## src/rtl/j_uart_pkg.sv

```systemverilog
// Shared constants and state encoding for the Jerry UART receive/transmit pair.
package j_uart_pkg;
   localparam int OVERSAMPLE     = 16;
   localparam int MID_SAMPLE     = OVERSAMPLE / 2 - 1;
   localparam int DATA_BITS      = 8;
   localparam int START_BITS     = 1;
   localparam int STOP_BITS      = 1;
   localparam int FRAME_BITS     = START_BITS + DATA_BITS + STOP_BITS;
   localparam int FRAME_BITS_PAR = FRAME_BITS + 1;

   typedef enum logic [2:0] {
      IDLE,
      START,
      DATA,
      PARITY,
      STOP,
      WAITHI
   } rx_state_t;
endpackage

```

## src/rtl/j_rxsync.sv

```systemverilog
// Multi-flop synchroniser for the serial pin; resets to mark so a reset line looks idle.
module j_rxsync #(
   parameter int STAGES = 2
) (
   input  logic clk,
   input  logic reset,
   input  logic serin,
   input  logic rxpol,
   output logic rxd
);
   logic [STAGES-1:0] sync;

   always_ff @(posedge clk) begin
      if (reset) sync <= '1;
      else       sync <= (sync << 1) | STAGES'(serin);
   end

   assign rxd = sync[STAGES-1] ^ rxpol;
endmodule

```

## src/rtl/j_rxer.sv

```systemverilog
// Jerry UART receiver: 16x oversampled deframer with sticky error flags and live break.
//   state  | meaning
//   IDLE   | line at mark, watching for a start edge
//   START  | confirming start bit at its mid-point
//   DATA   | sampling data bits one bit period apart, LSB first
//   PARITY | sampling the parity bit
//   STOP   | sampling the stop bit, delivering the byte
//   WAITHI | line stuck low after stop; wait for mark before re-arming
module j_rxer #(
   parameter int DATA_BITS   = j_uart_pkg::DATA_BITS,
   parameter int OVERSAMPLE  = j_uart_pkg::OVERSAMPLE,
   parameter int SYNC_STAGES = 2
) (
   input  logic                 clk,
   input  logic                 reset,
   input  logic                 serin,
   input  logic                 rxpol,
   input  logic                 bx16,
   input  logic                 paren,
   input  logic                 even,
   input  logic                 u2drd,
   input  logic                 clrerr,
   output logic [DATA_BITS-1:0] dout,
   output logic                 rbf,
   output logic                 perr,
   output logic                 ferr,
   output logic                 oe,
   output logic                 rxbrk
);
   import j_uart_pkg::*;

   localparam int CW = $clog2(OVERSAMPLE);
   localparam int BW = $clog2(DATA_BITS);
   localparam logic [CW-1:0] CNT_LAST = CW'(OVERSAMPLE - 1);
   localparam logic [CW-1:0] CNT_MID  = CW'(MID_SAMPLE);
   localparam logic [BW-1:0] BIT_LAST = BW'(DATA_BITS - 1);

   rx_state_t state, state_nxt;
   logic                 rxd;
   logic [CW-1:0]        cnt;
   logic [BW-1:0]        bcnt;
   logic [DATA_BITS-1:0] shift;
   logic                 pbit;
   logic                 at_last, par_err, load;
   logic                 cnt_clr, shift_en, pbit_en, done, brk_clr;

   j_rxsync #(.STAGES(SYNC_STAGES)) u_sync (
      .clk   (clk),
      .reset (reset),
      .serin (serin),
      .rxpol (rxpol),
      .rxd   (rxd)
   );

   assign at_last = bx16 && (cnt == CNT_LAST);
   assign par_err = paren && (pbit != (^shift ^ ~even));
   // A read landing on the completion cycle frees the buffer in time for the new byte.
   assign load    = !rbf || u2drd;

   always_ff @(posedge clk) begin
      if (reset) state <= IDLE;
      else       state <= state_nxt;
   end

   always_comb begin
      state_nxt = state;
      case (state)
         IDLE:    if (bx16 && !rxd) state_nxt = START;
         START:   if (bx16 && cnt == CNT_MID) state_nxt = rxd ? IDLE : DATA;
         DATA:    if (at_last && bcnt == BIT_LAST) state_nxt = paren ? PARITY : STOP;
         PARITY:  if (at_last) state_nxt = STOP;
         STOP:    if (at_last) state_nxt = rxd ? IDLE : WAITHI;
         WAITHI:  if (bx16 && rxd) state_nxt = IDLE;
         default: state_nxt = IDLE;
      endcase
   end

   always_comb begin
      cnt_clr  = 1'b0;
      shift_en = 1'b0;
      pbit_en  = 1'b0;
      done     = 1'b0;
      brk_clr  = 1'b0;
      case (state)
         IDLE:    cnt_clr  = bx16 && !rxd;
         START:   cnt_clr  = bx16 && cnt == CNT_MID;
         DATA:    shift_en = at_last;
         PARITY:  pbit_en  = at_last;
         STOP:    done     = at_last;
         WAITHI:  brk_clr  = bx16 && rxd;
         default: ;
      endcase
   end

   always_ff @(posedge clk) begin
      if (reset) begin
         cnt   <= '0;
         bcnt  <= '0;
         shift <= '0;
         pbit  <= 1'b0;
         dout  <= '0;
         rbf   <= 1'b0;
         perr  <= 1'b0;
         ferr  <= 1'b0;
         oe    <= 1'b0;
         rxbrk <= 1'b0;
      end else begin
         if (cnt_clr)   cnt <= '0;
         else if (bx16) cnt <= cnt + 1'b1;
         if (cnt_clr)       bcnt <= '0;
         else if (shift_en) bcnt <= bcnt + 1'b1;
         if (shift_en) shift <= {rxd, shift[DATA_BITS-1:1]};
         if (pbit_en)  pbit  <= rxd;

         if (done && load) begin
            dout <= shift;
            rbf  <= 1'b1;
         end else if (u2drd) begin
            rbf  <= 1'b0;
         end

         // Set terms dominate clrerr so an error in the clear cycle is not lost.
         oe   <= (oe   && !clrerr) || (done && !load);
         ferr <= (ferr && !clrerr) || (done && !rxd);
         perr <= (perr && !clrerr) || (done && par_err);

         if (done)         rxbrk <= (shift == '0) && (!pbit || !paren) && !rxd;
         else if (brk_clr) rxbrk <= 1'b0;
      end
   end
endmodule

```

## config.mk

```make
export PLATFORM = sky130hd
export DESIGN_NAME = j_rxer
export DESIGN_NICKNAME = d
export VERILOG_FILES = /design/src/rtl/j_uart_pkg.sv /design/src/rtl/j_rxsync.sv /design/src/rtl/j_rxer.sv
export SDC_FILE = /design/constraint.sdc
export NUM_CORES = 1
export LEC_CHECK = 0
export BUFFER_PORTS_ARGS = -buffer_cell sky130_fd_sc_hd__buf_2
export CORE_UTILIZATION = 60
export CTS_CLUSTER_SIZE = 30
export DETAILED_ROUTE_END_ITERATION = 12
export HOLD_SLACK_MARGIN = 0.1
export PLACE_DENSITY = 0.89
export SETUP_SLACK_MARGIN = 0.2
export SKIP_CTS_REPAIR_TIMING = 1
export SLEW_MARGIN = 20
export SYNTH_ARGS = -nofsm -noshare
export SYNTH_HDL_FRONTEND = slang
export SYNTH_SLANG_ARGS = --single-unit
```

## constraint.sdc

```tcl
create_clock -name clk -period 4.6 [get_ports clk]
set_input_delay 0.23 -clock clk [delete_from_list [all_inputs] [get_ports clk]]
set_output_delay 0.23 -clock clk [all_outputs]
set_load 0.01 [all_outputs]
```

; ---- Word-level counts from Yosys, hierarchy flattened
; Cells that the tools add are included.
[word_totals]
input_bits = 9
out_inout_bits = 13
ff_bits = 34
elab_cells = 85
[classes]
muxes = 19
n_bitwise = 4
addsub = 2
n_reduce_logical = 33
n_eq_ne = 15
[op_table]
columns = operator, count
row1 = $mux W3, 8
row2 = $pmux W3 S6, 1
row3 = $logic_and A1 B1 Y1, 15
row4 = $ne A2 B2 Y1 const B, 6
row5 = $eq A3 B3 Y1 const B, 3
row6 = $logic_not A8 Y1, 1
row7 = $mux W1, 8
row8 = $reduce_xor A8 Y1, 1
row9 = $eq A3 B2 Y1 const B, 2
row10 = $logic_not A1 Y1, 6
row11 = $reduce_and A6 Y1, 1
row12 = $logic_or A1 B1 Y1, 5
row13 = $add A4 B1 Y4 const B, 1
row14 = $eq A4 B3 Y1 const B, 1
row15 = $eq A4 B4 Y1 const B, 1
row16 = $reduce_bool A2 Y1, 2
row17 = $add A3 B1 Y3 const B, 1
row18 = $eq A3 B1 Y1 const B, 1
row19 = $logic_not A3 Y1, 1
row20 = $mux W2, 1
row21 = $or A2 B1 Y2, 1
row22 = $pmux W1 S2, 1
row23 = $reduce_or A2 Y1, 1
row24 = $xor A1 B1 Y1, 2
row25 = 2 further kinds, 2

; ---- Logic depth before layout (Yosys ltp)
[depth]
word_depth = 6
ltp_mapped = 6
depth_no_buf = 6

; ---- Cells and area by module
; A second synthesis with hierarchy kept.
[unflattened]
cells_unflattened = 174
area_unflattened_um2 = 1632.8
[modules_own_cells]
columns = mod, cells_each, seq_area_each_um2, area_per_inst_um2, instances
row1 = j_rxer, 169, 640.6, 1571.5, 1
row2 = j_rxsync, 5, 40.0, 61.3, 1

; ---- Least setup slack after synthesis
; No wires, ideal clock.
[synth_path]
kind = reg2reg
startpoint = register cnt[0]
endpoint = register dout[7]
stages_incl_launch_ff = 6
setup_ns = 0.128
n_path_buf = 0
t_arrival_ns = 1.603
slack_ns = 2.870
t_required_ns = 4.472
period_less_slack_ns = 1.730
path_cell_list = dfxtp_1 -> ha_1 -> nand4_4 -> nor4_4 -> mux2i_1 -> nor2_1
[synth_via]
elab_chain_cells = 4
[synth_lines]
columns = element, line_no
row1 = start: declaration, j_rxer.sv:40  ; logic [CW-1:0] cnt;
row2 = start signal: assignment, j_rxer.sv:109  ; else if (bx16) cnt <= cnt + 1'b1;
row3 = $eq A4 B4 Y1, j_rxer.sv:55  ; assign at_last = bx16 && (cnt == CNT_LAST);
row4 = $logic_and A1 B1 Y1, j_rxer.sv:55
row5 = $mux W1, j_rxer.sv:84  ; case (state)
row6 = $logic_and A1 B1 Y1, j_rxer.sv:115  ; if (done && load) begin
row7 = end signal: assignment, j_rxer.sv:116  ; dout <= shift;
row8 = end: declaration, j_rxer.sv:23  ; output logic [DATA_BITS-1:0] dout,
; No other way between the ends.
; A chain may end at the register's enable or synchronous reset.

; ---- Worst setup path after layout
[layout_path]
startpoint = register state[0]
endpoint = register bcnt[0]
[layout_via]
elab_chain_cells = 3
word_cells_on_any_way = 6
classes_between = eq/ne (2) / mux (2) / reduce/logical (2)
[layout_lines]
columns = element, line_no
row1 = start: declaration, j_rxer.sv:38  ; rx_state_t state, state_nxt;
row2 = start signal: assignment, j_rxer.sv:62  ; else state <= state_nxt;
row3 = $eq A3 B1 Y1 or $logic_not A3 Y1 (tied branches), j_rxer.sv:84
row4 = $pmux W1 S2, j_rxer.sv:84
row5 = $reduce_or A2 Y1 (no source line), -
row6 = end signal: assignment, j_rxer.sv:111  ; else if (shift_en) bcnt <= bcnt + 1'b1;
row7 = end: declaration, j_rxer.sv:41  ; logic [BW-1:0] bcnt;
; Parallel ways exist; a longest one is shown, timed or not.

==> results.rst <==
.. list-table::
   :header-rows: 1

   * - Metric
     - Value
   * - Outcome
     - finished clean
   * - Layout Skew
     - 5.228 ps
   * - Number of DRC markers after the initial detailed-route iteration
     - 15
   * - Portion of synthesized cell area occupied by the leading cell type
     - 41.06%
   * - Via count
     - 1318
   * - Classification of the worst setup path
     - flop to flop
   * - Number of different library cells in the post-synthesis netlist
     - 36
   * - Number of antenna violations at the first check in global routing
     - 0
   * - Setup-violating endpoint count in the final report
     - 0
   * - Fraction of synthesis flops using an asynchronous set or reset pin
     - 0%
   * - Net switching power of the design
     - 0.1872 mW
   * - Number of placement rows
     - 18
   * - Final period util
     - 45.93%
   * - Worst hold margin
     - 213.3 ps
   * - Most common cell in the netlist
     - sky130_fd_sc_hd__dfxtp_1
   * - Timing startpoint of the critical path
     - state[0]
   * - Rel. slew slack
     - 49.46%
   * - Worst flop-to-flop path startpoint
     - state[0]
   * - Kind of capture point of the worst setup path
     - flop
   * - Total Wirelength
     - 3262 um
   * - Post-synthesis average cell area
     - 9.314 um2
   * - Cts bufs inserted
     - 5
   * - Inserted Diodes
     - 0
   * - Count of max-cap constraint violations
     - 0
   * - Transition time of the tightest slew-check pin
     - 752.4 ps
   * - Post-synthesis cell type with the largest combined area
     - sky130_fd_sc_hd__dfxtp_1
   * - Die Width
     - 54.57 um
   * - Number of input and output port buffers inserted
     - 21
   * - Cell internal power dissipation
     - 0.4815 mW
   * - DIE HEIGHT
     - 54.57 um
   * - Synth Net Count
     - 194
   * - Delay of the slowest cell on the worst path
     - 690 ps
   * - First-pass GRT wire length
     - 5085 um
   * - Worst VDD drop
     - 0.0003733 V
   * - Post-Synthesis Cells
     - 178
   * - Number of synthesized flops with an enable pin
     - 0
   * - Clock tree from TritonCTS
     - yes
   * - Sink count of the clock tree
     - 34
   * - Count of TritonRoute iterations in the first routing pass
     - 4
   * - Layout area overhead
     - 12.23%
   * - Power density over cell area
     - 359.4 nW/um2
   * - Core region area
     - 2545 um2
   * - Startpoint kind of the worst setup timing path
     - flop
   * - Root buffer selected by CTS
     - sky130_fd_sc_hd__clkbuf_4
   * - Antenna violation net count after detailed routing
     - 0
   * - Crit path time final
     - 2113 ps
   * - Number of global-route vias before repair
     - 1193
   * - Remaining routing DRC violations
     - 0
   * - Largest net degree at the start of global routing
     - 28
   * - Final setup TNS
     - 0 ps
   * - Initial Utilization
     - 65.14%
   * - Flops & latches, synth
     - 34
   * - Gp weighted congestion
     - 0.8168
   * - Sequential area share after synthesis
     - 41.06%
   * - Total routing usage reported by global routing
     - 24.40%
   * - Prevailing post-synth register cell
     - sky130_fd_sc_hd__dfxtp_1
   * - Proportion of power drawn by the clock network
     - 33.5%
   * - CP Data Required Time
     - 4800 ps
   * - Routed len/inst
     - 14.24 um
   * - Type of the tightest min-delay check
     - input pin to flop
   * - Number of nets in the finished design
     - 215
   * - Reg clk slew, reported paths
     - 100 ps
   * - Crit path cell chain
     - inv_1, o32a_1, o31ai_1, nor2_1
   * - Sequential power share
     - 50.2%
   * - Worst EP arrival
     - 2310 ps
   * - Fraction of final layout cells sized beyond drive strength 1
     - 17.09%
   * - Leakage
     - 0.7201 nW
   * - Share of power burned in combinational logic
     - 16.4%
   * - Most frequent cells after synthesis
     - 34 x sky130_fd_sc_hd__dfxtp_1, 30 x sky130_fd_sc_hd__nor2_1, 20 x sky130_fd_sc_hd__mux2i_1
   * - Number of max-slew violations in the final report
     - 0
   * - Grt ovf
     - 0
   * - Peak clock frequency supported by timing
     - 473.3 MHz
   * - Launch point of the worst hold path
     - paren
   * - Skew-Pair Late Insertion Delay
     - 340 ps
   * - Ports placed on the boundary
     - 22
   * - Crit path max-delay cell type
     - sky130_fd_sc_hd__dfxtp_1
   * - Half-perimeter wire length after detailed placement
     - 2331 um
   * - Yosys warning total
     - 0
   * - CTS HTree Levels
     - 2
   * - Area enclosed by the die boundary
     - 2977 um2
   * - Worst Path Max Fanout
     - 14
   * - Switching portion of total power
     - 28.00%
   * - Area contributors post-synth
     - sky130_fd_sc_hd__dfxtp_1 41%, sky130_fd_sc_hd__mux2i_1 12%, sky130_fd_sc_hd__nor2_1 6.8%
   * - Total count of hold-check failures in the final report
     - 0
   * - Buffers from clock root to sink, at most
     - 2
   * - RSZ-0062 raised after global routing
     - no
   * - Post-synthesis instance area
     - 1658 um2
   * - Routed vias/inst
     - 5.755
[path summary, 6_finish.rpt]
path,end,slack [ps],cells past startpoint
hold / removal,perr,210,2
setup / recovery,bcnt[0],2490,4
setup reg to reg,bcnt[0],2490,4
hold reg to reg,u_sync.sync[1],430,1
[worst max-delay path: cells and delay by family, from the launching register on]
kind	cells	cell delay, ps
AOI/OAI and AO/OA	2	970
buffers and inverters	1	200
DFF	1	690
and+or+nand+nor	1	110
[state kept, by name, summed over array words and instances (netlist names), 2 cells and up]
name         count
bcnt             3
u_sync.sync      2
shift            8
cnt              4
dout             8
state            3
[metrics by stage]
step / setup slack (ps) / total power, mW / instance area, um2 / cells / utilization, %
2_1_floorplan: 2870 / 0.4244 / 1658 / 178 / -
6_report: 2487 / 0.6686 / 1861 / 229 / 73.11
3_3_place_gp: 2523 / 0.4402 / 1763 / 221 / 69.27
4_1_cts: 2394 / 0.6680 / 1844 / 228 / 72.47
3_5_place_dp: 2401 / 0.4463 / 1763 / 221 / 69.27
5_1_grt: 2314 / 0.7014 / 1861 / 229 / 73.11
[cell usage in the layout, fill, tap and decap left out, drive strengths merged]
| cell type | instances |
|---|---|
| a21oi | 5 |
| xor2 | 2 |
| inv | 10 |
| nand3 | 3 |
| o2bb2ai | 1 |
| nand2 | 3 |
| a22oi | 1 |
| dfxtp | 34 |
| nor3b | 1 |
| mux2i | 20 |
| clkbuf | 6 |
| o32ai | 3 |
| o22a | 1 |
| a211oi | 3 |
| nor4 | 1 |
| o211a | 1 |
| bufinv | 1 |
| or2 | 2 |
| buf | 21 |
| nor2b | 8 |
| nor3 | 4 |
| dlygate4sd3 | 1 |
| ha | 7 |
| a41o | 1 |
| xnor2 | 8 |
| o21bai | 1 |
| nand4 | 3 |
| o21ai | 3 |
| or3b | 1 |
| o31ai | 1 |
| nand2b | 7 |
| or4 | 1 |
| o22ai | 3 |
| nor2 | 30 |
| o32a | 1 |
[power groups by stage]
stage          Clock (mW)  Combinational, mW  Sequential, mW
6_report            0.224              0.110           0.335
5_1_grt             0.243              0.120           0.339
4_1_cts             0.228              0.107           0.333
3_5_place_dp            0              0.106           0.340
3_3_place_gp            0              0.102           0.338
2_1_floorplan           0              0.103           0.322
[kinds of logic after synthesis]
group | Yosys count | synth area share [%]
fa+ha+maj | 7 | 5.283
simple gates | 64 | 21.06
flops | 34 | 41.06
mux | 20 | 12.08
buf+inv | 18 | 4.528
compound gates | 25 | 10.72
xor+xnor | 10 | 5.283
[metal layers]
layer | global-route usage, % | vias up | wire length (um)
li1 | - | 656 | -
met1 | 27.77 | 631 | 1389
met2 | 43.09 | 24 | 1696
met3 | 7.500 | 7 | 128
met4 | 7.692 | 0 | 48
met5 | 0 | - | 0
[area by class of cell]
class	count	area, um2
Timing Repair Buffer	22	115.1
Tap cell	30	37.54
Sequential cell	34	680.7
Fill cell	189	684.4
Inverter	10	37.54
Multi-Input combinational cell	126	908.4
Clock inverter	1	30.03
Clock buffer	6	51.30
(Power assumes the default switching activity.)
